==> src/rtl/cpu_types_pkg.sv <==
// Shared execute-stage types: machine word, multiply/divide opcodes and the
// iteration count of the radix-2 multiply/divide unit.
package cpu_types_pkg;

   typedef logic [31:0] word_t;

   typedef enum logic [1:0] {
      MD_MULT,
      MD_MULTU,
      MD_DIV,
      MD_DIVU
   } mdop_t;

   localparam int MD_STEPS = 32;

   // Magnitude of a signed operand; unsigned operands pass through unchanged.
   function automatic word_t md_mag(input word_t v, input logic is_signed);
      return (is_signed && v[31]) ? word_t'(-v) : v;
   endfunction

endpackage

==> src/rtl/muldiv_unit.sv <==
// Iterative 32-bit MULT/MULTU/DIV/DIVU unit with the architectural HI/LO
// registers. One radix-2 step per cycle, followed by a sign fix-up cycle.
module muldiv_unit
   import cpu_types_pkg::*;
(
   input  logic  CLK,
   input  logic  RST,
   input  logic  start,
   input  mdop_t mdop,
   input  word_t a,
   input  word_t b,
   input  logic  flush,
   input  logic  hi_wen,
   input  logic  lo_wen,
   input  word_t wdat,
   output logic  busy,
   output logic  done,
   output word_t hi,
   output word_t lo
);

   typedef enum logic [1:0] {
      IDLE,
      CALC,
      FIX
   } state_t;

   localparam logic [5:0] LAST_STEP = 6'(MD_STEPS - 1);

   state_t      r_state;
   state_t      w_state_next;
   logic [5:0]  r_cnt;
   logic [63:0] r_acc;
   word_t       r_x;        // multiplicand, or dividend shifting out MSB-first
   word_t       r_y;        // multiplier shifting out LSB-first, or divisor
   word_t       r_a_orig;
   mdop_t       r_op;
   logic        r_sa;
   logic        r_sb;
   logic        r_dz;
   word_t       r_hi;
   word_t       r_lo;
   logic        r_done;

   logic        w_launch;
   logic        w_in_signed;
   logic        w_is_mul;
   logic        w_is_signed;
   logic [32:0] w_mul_sum;
   logic [63:0] w_mul_next;
   word_t       w_rem_sh;
   logic [32:0] w_trial;
   logic [63:0] w_div_next;
   logic [63:0] w_prod;
   word_t       w_quot;
   word_t       w_rem;
   word_t       w_fix_hi;
   word_t       w_fix_lo;

   assign w_launch    = start && !flush && (r_state == IDLE);
   assign w_in_signed = (mdop == MD_MULT) || (mdop == MD_DIV);
   assign w_is_mul    = (r_op == MD_MULT) || (r_op == MD_MULTU);
   assign w_is_signed = (r_op == MD_MULT) || (r_op == MD_DIV);

   // Shift-add multiply: add into the upper half, then shift the pair right.
   assign w_mul_sum  = {1'b0, r_acc[63:32]} + (r_y[0] ? {1'b0, r_x} : 33'd0);
   assign w_mul_next = {w_mul_sum, r_acc[31:1]};

   // Restoring divide: remainder takes the next dividend bit, quotient the result bit.
   assign w_rem_sh   = {r_acc[62:32], r_x[31]};
   assign w_trial    = {1'b0, w_rem_sh} - {1'b0, r_y};
   assign w_div_next = w_trial[32] ? {w_rem_sh, r_acc[30:0], 1'b0}
                                   : {w_trial[31:0], r_acc[30:0], 1'b1};

   assign w_prod = (w_is_signed && (r_sa ^ r_sb)) ? -r_acc : r_acc;
   assign w_quot = (w_is_signed && (r_sa ^ r_sb)) ? word_t'(-r_acc[31:0]) : r_acc[31:0];
   assign w_rem  = (w_is_signed && r_sa) ? word_t'(-r_acc[63:32]) : r_acc[63:32];

   always_comb begin
      // NOTE: every combinational output gets a default first so no path infers a latch.
      w_fix_hi = w_rem;
      w_fix_lo = w_quot;
      if (r_dz) begin
         w_fix_hi = r_a_orig;
         w_fix_lo = 32'hFFFF_FFFF;
      end else if (w_is_mul) begin
         w_fix_hi = w_prod[63:32];
         w_fix_lo = w_prod[31:0];
      end
   end

   always_ff @(posedge CLK) begin
      // NOTE: sequential state uses non-blocking assignment so all flops see pre-edge values.
      if (RST) r_state <= IDLE;
      else     r_state <= w_state_next;
   end

   always_comb begin
      w_state_next = r_state;
      case (r_state)
         IDLE:    if (w_launch) w_state_next = CALC;
         CALC:    if (flush) w_state_next = IDLE;
                  else if (r_cnt == LAST_STEP) w_state_next = FIX;
         FIX:     w_state_next = IDLE;
         default: w_state_next = IDLE;
      endcase
   end

   always_ff @(posedge CLK) begin
      if (RST) begin
         r_cnt    <= '0;
         r_acc    <= '0;
         r_x      <= '0;
         r_y      <= '0;
         r_a_orig <= '0;
         r_op     <= MD_MULT;
         r_sa     <= 1'b0;
         r_sb     <= 1'b0;
         r_dz     <= 1'b0;
         r_hi     <= '0;
         r_lo     <= '0;
         r_done   <= 1'b0;
      end else begin
         r_done <= 1'b0;
         case (r_state)
            IDLE: begin
               if (w_launch) begin
                  r_x      <= md_mag(a, w_in_signed);
                  r_y      <= md_mag(b, w_in_signed);
                  r_a_orig <= a;
                  r_op     <= mdop;
                  r_sa     <= a[31];
                  r_sb     <= b[31];
                  r_dz     <= (b == '0);
                  r_acc    <= '0;
                  r_cnt    <= '0;
               end else begin
                  if (hi_wen) r_hi <= wdat;
                  if (lo_wen) r_lo <= wdat;
               end
            end
            CALC: begin
               if (!flush) begin
                  r_cnt <= r_cnt + 6'd1;
                  if (w_is_mul) begin
                     r_acc <= w_mul_next;
                     r_y   <= r_y >> 1;
                  end else begin
                     r_acc <= w_div_next;
                     r_x   <= r_x << 1;
                  end
               end
            end
            FIX: begin
               if (!flush) begin
                  r_hi   <= w_fix_hi;
                  r_lo   <= w_fix_lo;
                  r_done <= 1'b1;
               end
            end
            default: ;
         endcase
      end
   end

   assign busy = (r_state != IDLE);
   assign done = r_done;
   assign hi   = r_hi;
   assign lo   = r_lo;

endmodule

==> config.mk <==
export PLATFORM = sky130hd
export DESIGN_NAME = muldiv_unit
export DESIGN_NICKNAME = d
export VERILOG_FILES = /design/src/rtl/cpu_types_pkg.sv /design/src/rtl/muldiv_unit.sv
export SDC_FILE = /design/constraint.sdc
export NUM_CORES = 1
export LEC_CHECK = 0
export ABC_CLOCK_PERIOD_IN_PS = 4590
export BUFFER_PORTS_ARGS = -buffer_cell sky130_fd_sc_hd__clkbuf_2
export CORE_MARGIN = 2
export CORE_UTILIZATION = 50
export DETAILED_ROUTE_END_ITERATION = 6
export PLACE_DENSITY = 0.73
export RECOVER_POWER = 100
export SLEW_MARGIN = 25
export SYNTH_ARGS = -nofsm -noshare
export SYNTH_HDL_FRONTEND = slang
export SYNTH_SLANG_ARGS = --single-unit
export TNS_END_PERCENT = 50
==> constraint.sdc <==
create_clock -name CLK -period 4.59 [get_ports CLK]
set_clock_uncertainty 0.2 [all_clocks]
set_input_delay 0.918 -clock CLK [delete_from_list [all_inputs] [get_ports CLK]]
set_output_delay 0.918 -clock CLK [all_outputs]
set_load 0.02 [all_outputs]
After elaboration in Yosys (flattened, before gate mapping)
Index checks and enable logic that the tools add are counted.
{"block": "word_totals", "ff_bits": 238, "in_bits": 104}
{"block": "op_classes", "addsub": 8, "n_eq_ne": 15, "muxes": 39, "bitwise_logic": 2, "n_reduce_logical": 25}
{"op": "32-bit 2-to-1 mux", "n": 21}
{"op": "64-bit 2-to-1 mux", "n": 5}
{"op": "32-bit one-hot mux with 2 select lines", "n": 4}
{"op": "32-bit negator", "n": 4}
{"op": "64-bit one-hot mux with 2 select lines", "n": 1}
{"op": "64-bit negator", "n": 1}
{"op": "32-bit by 32-bit adder with 33-bit output", "n": 1}
{"op": "32-bit by 32-bit subtractor with 33-bit output", "n": 1}
{"op": "32-bit logical NOT", "n": 1}
{"op": "2-bit inequality test (second input constant)", "n": 8}
{"op": "4-bit AND reduction", "n": 4}
{"op": "6-bit 2-to-1 mux", "n": 2}
{"op": "6-bit one-hot mux with 2 select lines", "n": 1}
{"op": "6-bit by 1-bit adder with 6-bit output (second input constant)", "n": 1}
{"op": "2-bit equality test (second input constant)", "n": 3}
{"op": "6-bit by 5-bit equality test with 1-bit output (second input constant)", "n": 1}
{"op": "1-bit logical AND", "n": 6}
{"op": "2-bit logical NOT", "n": 3}
{"op": "2-bit 2-to-1 mux", "n": 3}
{"op": "2-bit nonzero test", "n": 3}
{"op": "2-bit by 1-bit equality test with 1-bit output (second input constant)", "n": 2}
{"op": "2-bit one-hot mux with 2 select lines", "n": 1}
{"op": "2-bit AND reduction", "n": 2}
{"op": "1-bit logical OR", "n": 3}
{"op": "other kinds (7)", "n": 7}

Logic depth before layout (Yosys ltp)
{"block": "logic_depth", "depth_word": 8, "mapped_depth": 14, "mapped_depth_nobuf": 13}

Least setup slack after synthesis
No wires, ideal clock.
{"block": "synth_path", "path_type": "reg-to-reg", "start": "register r_y[0]", "end": "register r_acc[63]", "setup_time_ps": 132, "arrival_ps": 2906, "required_time_ps": 4258, "path_slack_ps": 1353, "path_stages_with_launch": 13, "synth_period_minus_slack_ps": 3237, "path_cell_list": "dfxtp_1 -> clkbuf_1 -> and2_1 -> ha_1 -> a21oi_1 -> nor2b_1 -> a211oi_1 -> o31ai_1 -> nand4_1 -> a41oi_1 -> o21bai_1 -> a2111oi_0 -> o32ai_1"}
{"block": "synth_between", "elab_chain_len": 5, "elab_cells_between_ends": 7, "classes_between": "2 x add/sub; 5 x mux"}
{"item": "from (decl)", "line": "muldiv_unit.sv:35", "rtl": "word_t r_y;"}
{"item": "from (signal assigned)", "line": "muldiv_unit.sv:129", "rtl": "r_y <= md_mag(b, w_in_signed);"}
{"item": "from (signal assigned)", "line": "muldiv_unit.sv:147", "rtl": "r_y <= r_y >> 1;"}
{"item": "32-bit by 32-bit subtractor with 33-bit output / 32-bit 2-to-1 mux (equally long branches)", "line": "muldiv_unit.sv:71, muldiv_unit.sv:66"}
{"item": "64-bit 2-to-1 mux / 32-bit by 32-bit adder with 33-bit output (equally long branches)", "line": "muldiv_unit.sv:72, muldiv_unit.sv:66"}
{"item": "64-bit 2-to-1 mux *", "line": "muldiv_unit.sv:145", "rtl": "if (w_is_mul) begin"}
{"item": "64-bit 2-to-1 mux *", "line": "muldiv_unit.sv:143", "rtl": "if (!flush) begin"}
{"item": "64-bit one-hot mux with 2 select lines *", "line": "muldiv_unit.sv:125", "rtl": "case (r_state)"}
{"item": "to (signal assigned)", "line": "muldiv_unit.sv:146", "rtl": "r_acc <= w_mul_next;"}
{"item": "to (signal assigned)", "line": "muldiv_unit.sv:149", "rtl": "r_acc <= w_div_next;"}
{"item": "to (decl)", "line": "muldiv_unit.sv:33", "rtl": "logic [63:0] r_acc;"}
Mark *: on every way between the ends. The rest lies on a longest branch, timed or not. The select of a mux whose other input is x is not followed.
A chain may end at the register's enable or synchronous reset.

Final worst setup path
{"block": "layout_path", "start": "register r_y[0]", "end": "register r_acc[37]"}
The elaborated chain is that of the path after synthesis.

==> qor.csv <==
stage,metric,value,unit
status,outcome,finished with violations,
status,violations,"capacitance limit, slew limit",
global_routing,first_global_vias,16107,
clock_network,post_cts_buffers,0,
worst_setup_path,cp_num_cells,13,
sta,fmax,246,MHz
clock_network,cts_hold_buf,0,
drt,ant_nets,0,
sta,worst_pin_slew,2.22,ns
sta,grt_setup_unrepaired,false,
die,die_y,189,microns
sta,fin_crit,4.07,ns
die,rows,67,
logic_synthesis,synth_edf_count,0,
logic_synthesis,synth.distinct_cells,88,
clock_network,numCtsBuffers,28,
logic_synthesis,synth_area_per_cell,7.35,sq um
logic_synthesis,synth_ff_type,dfxtp_1,
sta,period_share,88.7,%
global_routing,overflow,0,
placed_design,dp_cells,2816,
logic_synthesis,synth_nets,2507,
drt,dr.first_iter.drc_count,1706,
clock_network,cts_num_sinks,237,
worst_setup_path,cp-startpoint,r_y[0],
logic_synthesis,synth_top_cell_area_share,27.7,%
finish,drive_above_1_share,8.14,%
run,drv_cap,2,
sta,tns,0,ns
clock_network,cts_buffer_depth,3,
logic_synthesis,synth_area_leaders,"dfxtp_1, a21oi_1, nor2_1",
placed_design,hpwlAfterDp,45.5,mm
logic_synthesis,ys_ff_latch,237,
die,fp.dieW,189,microns
die,start_util,50.9,%
logic_synthesis,synth_cells,2330,
clock_network,clkTransAtPathRegs,0.06,ns
finish,syn2layout_area_growth,10.3,%
worst_setup_path,worstPathMaxFanout,23,
placed_design,portBuffers,169,
worst_setup_path,worstPathArrival,4.33,ns
sta,final-hold-violation-count,0,
worst_setup_path,critical_path_class,flop to flop,
worst_setup_path,end_kind,flop,
worst_setup_path,cp.required,4.85,ns
clock_network,htree_num_levels,1,
clock_network,cts_resized,0,
worst_setup_path,path_common_cell,nand2_1,
worst_hold_path,min_from,lo[30],
pwr,p_per_area,300,nW/um^2
worst_setup_path,cp-start-kind,flop,
sta,setup_viol,0,
logic_synthesis,yosysTopAreaCell,dfxtp_1,
clock_network,clock_latency,0.57,ns
logic_synthesis,synth-async-reset-ratio,0,%
worst_hold_path,min_path_cells,2,
drt,finalWirelength,60.5,mm
worst_setup_path,slowest_stage,dfxtp_1,
global_routing,grt_max_degree,106,
sta,relSlewSlack,-48.0,%
drt,drc,0,
worst_setup_path,worst_path_largest_cell_delay,0.48,ns
clock_network,clockRootBuffer,clkbuf_16,
pwr,ir_drop,0.284,mV
worst_setup_path,crit-reg2reg-launch,r_y[0],
finish,seq_area,4750,sq um
worst_setup_path,path_cells,"buf_4, ha_1, fa_1, nor2b_1, o2111ai_1, nand3_1, a311o_1, o211ai_1, nand2_1, clkbuf_2, mux2i_1, nand2_1, a32o_1",
drt,first_pass_iters,6,
global_routing,antenna_found_initial,1,
die,die_area,35700,sq um
drt,vias_per_cell,6.22,
drt,num_vias,17844,
finish,multiInputGateArea,11400,sq um
worst_setup_path,cp_num_buf_inv,2,
logic_synthesis,seq_area_frac_synth,27.7,%
worst_setup_path,crit_family,compound AO/OA/AOI/OAI gates,
finish,fillers,3282,
finish,instances_no_fill,2869,
global_routing,grt_usage,32.5,%
pwr,power_leakage,7.60,nW
die,core,33600,sq um
placed_design,gp_congestion,1.00,
global_routing,grt_pass1_wl,92.4,mm
die,io_pins,170,
worst_hold_path,hp-class,flop to flop,
sta,drv_slew,80,
worst_setup_path,reg2regPathDepth,13,
logic_synthesis,synth_area,17100,sq um
drt,avgRoutedWirePerCell,21.1,microns
logic_synthesis,ys.warnings.count,0,
clock_network,cts_tree,done,
finish,fin_nets,2575,
==> metal layers <==
metal  vias up  share of wire, %  track usage (%)
met5         -             0.017                0
met4         2               4.5             13.7
met3       149               8.1             5.21
met2       788                44             50.6
met1      8403                43             44.7
li1       8502                 -                -
==> cell families (layout without fill, tap and decap cells) <==
family          count (synthesis)  count (layout)  synth area share [%]
compound gates                729             729                  26.5
simple gates                  827             827                  22.3
mux                            60              60                  3.52
fa+ha+maj                      73              73                  5.42
flops                         237             237                  27.7
xor+xnor                      172             172                  8.80
other cells                     0               1                     0
buf+inv                       232             322                  5.76
==> layout make-up <==
cell class / count / area share (%)
multi-input combinational: 1861 / 60.2
timing repair buffer: 204 / 5.30
clock buffer: 44 / 4.35
clock inverter: 8 / 0.643
inverter: 66 / 1.31
tap: 448 / 2.97
antenna: 1 / 0.0133
sequential: 237 / 25.2
==> where the power goes <==
| part | switching [W] | internal (W) | total, W |
|---|---|---|---|
| Combinational | 0.000715 | 0.000387 | 0.00110 |
| Sequential | 0.0000909 | 0.00215 | 0.00224 |
| Clock | 0.000918 | 0.00139 | 0.00231 |
| Total | 0.00172 | 0.00393 | 0.00566 |
==> worst paths after layout <==
kind	slack [ns]	to
min reg2reg	0.25	lo[30]
min	0.25	lo[30]
max reg2reg	0.52	r_acc[37]
max	0.52	r_acc[37]
==> synthesized netlist by cell type, types with 14 or more instances <==
cell and number:
nand2b_1 28, xnor2_1 95, or3_1 15, xor2_1 77
ha_1 71, a21oi_1 312, clkbuf_1 135, dfxtp_1 237
and2_1 40, nand2_1 248, nor2_1 267, nor3_1 91
a21o_1 36, a211oi_1 71, a31oi_1 24, nand3_1 41
o21ai_0 94, inv_1 65, o31ai_1 14, nand4_1 14
o211ai_1 33, mux2i_1 59, o221ai_1 35, nor4_1 24
==> registers in the layout, summed over array words and instances (netlist names) <==
register,count
r_sb,1
r_y,32
hi,32
r_x,32
r_op,2
r_acc,64
r_cnt,6
lo,32
r_dz,1
r_state,2
r_a_orig,32
done,1
==> worst reg2reg max path: cells and delay by family (launching register included) <==
family                     cells  cell delay, ns
AOI/OAI and AO/OA              4            1.28
buffers and inverters          2            0.72
and+or+nand+nor                4            0.58
DFF                            1            0.48
adders and majority gates      2            0.43
muxes                          1            0.28
==> through the flow <==
stage                     worst slack (ns)  util (%)  hold slack (ns)  cell area (sq um)  power (W)
after floorplan                       1.35         -            0.231              17100    0.00302
after detailed placement             0.815      53.9            0.243              18100    0.00338
after CTS                            0.784      56.7            0.251              19100    0.00566
final                                0.518      56.2            0.251              18900    0.00566
after global routing                 0.318      56.2            0.271              18900    0.00585
after global placement               0.877      53.9            0.241              18100    0.00336
==> layout by cell type (no fill, tap or decap), types with 65 or more instances in the layout <==
cell type	netlist	final
nor2_1	267	266
dfxtp_1	237	235
nor3_1	91	91
nand2_1	248	249
inv_1	65	65
xor2_1	77	77
a21oi_1	312	313
xnor2_1	95	95
ha_1	71	71
o21ai_0	94	99
clkbuf_2	2	101
a211oi_1	71	71
clkbuf_1	135	86
Power figures use the tool's default switching activity.
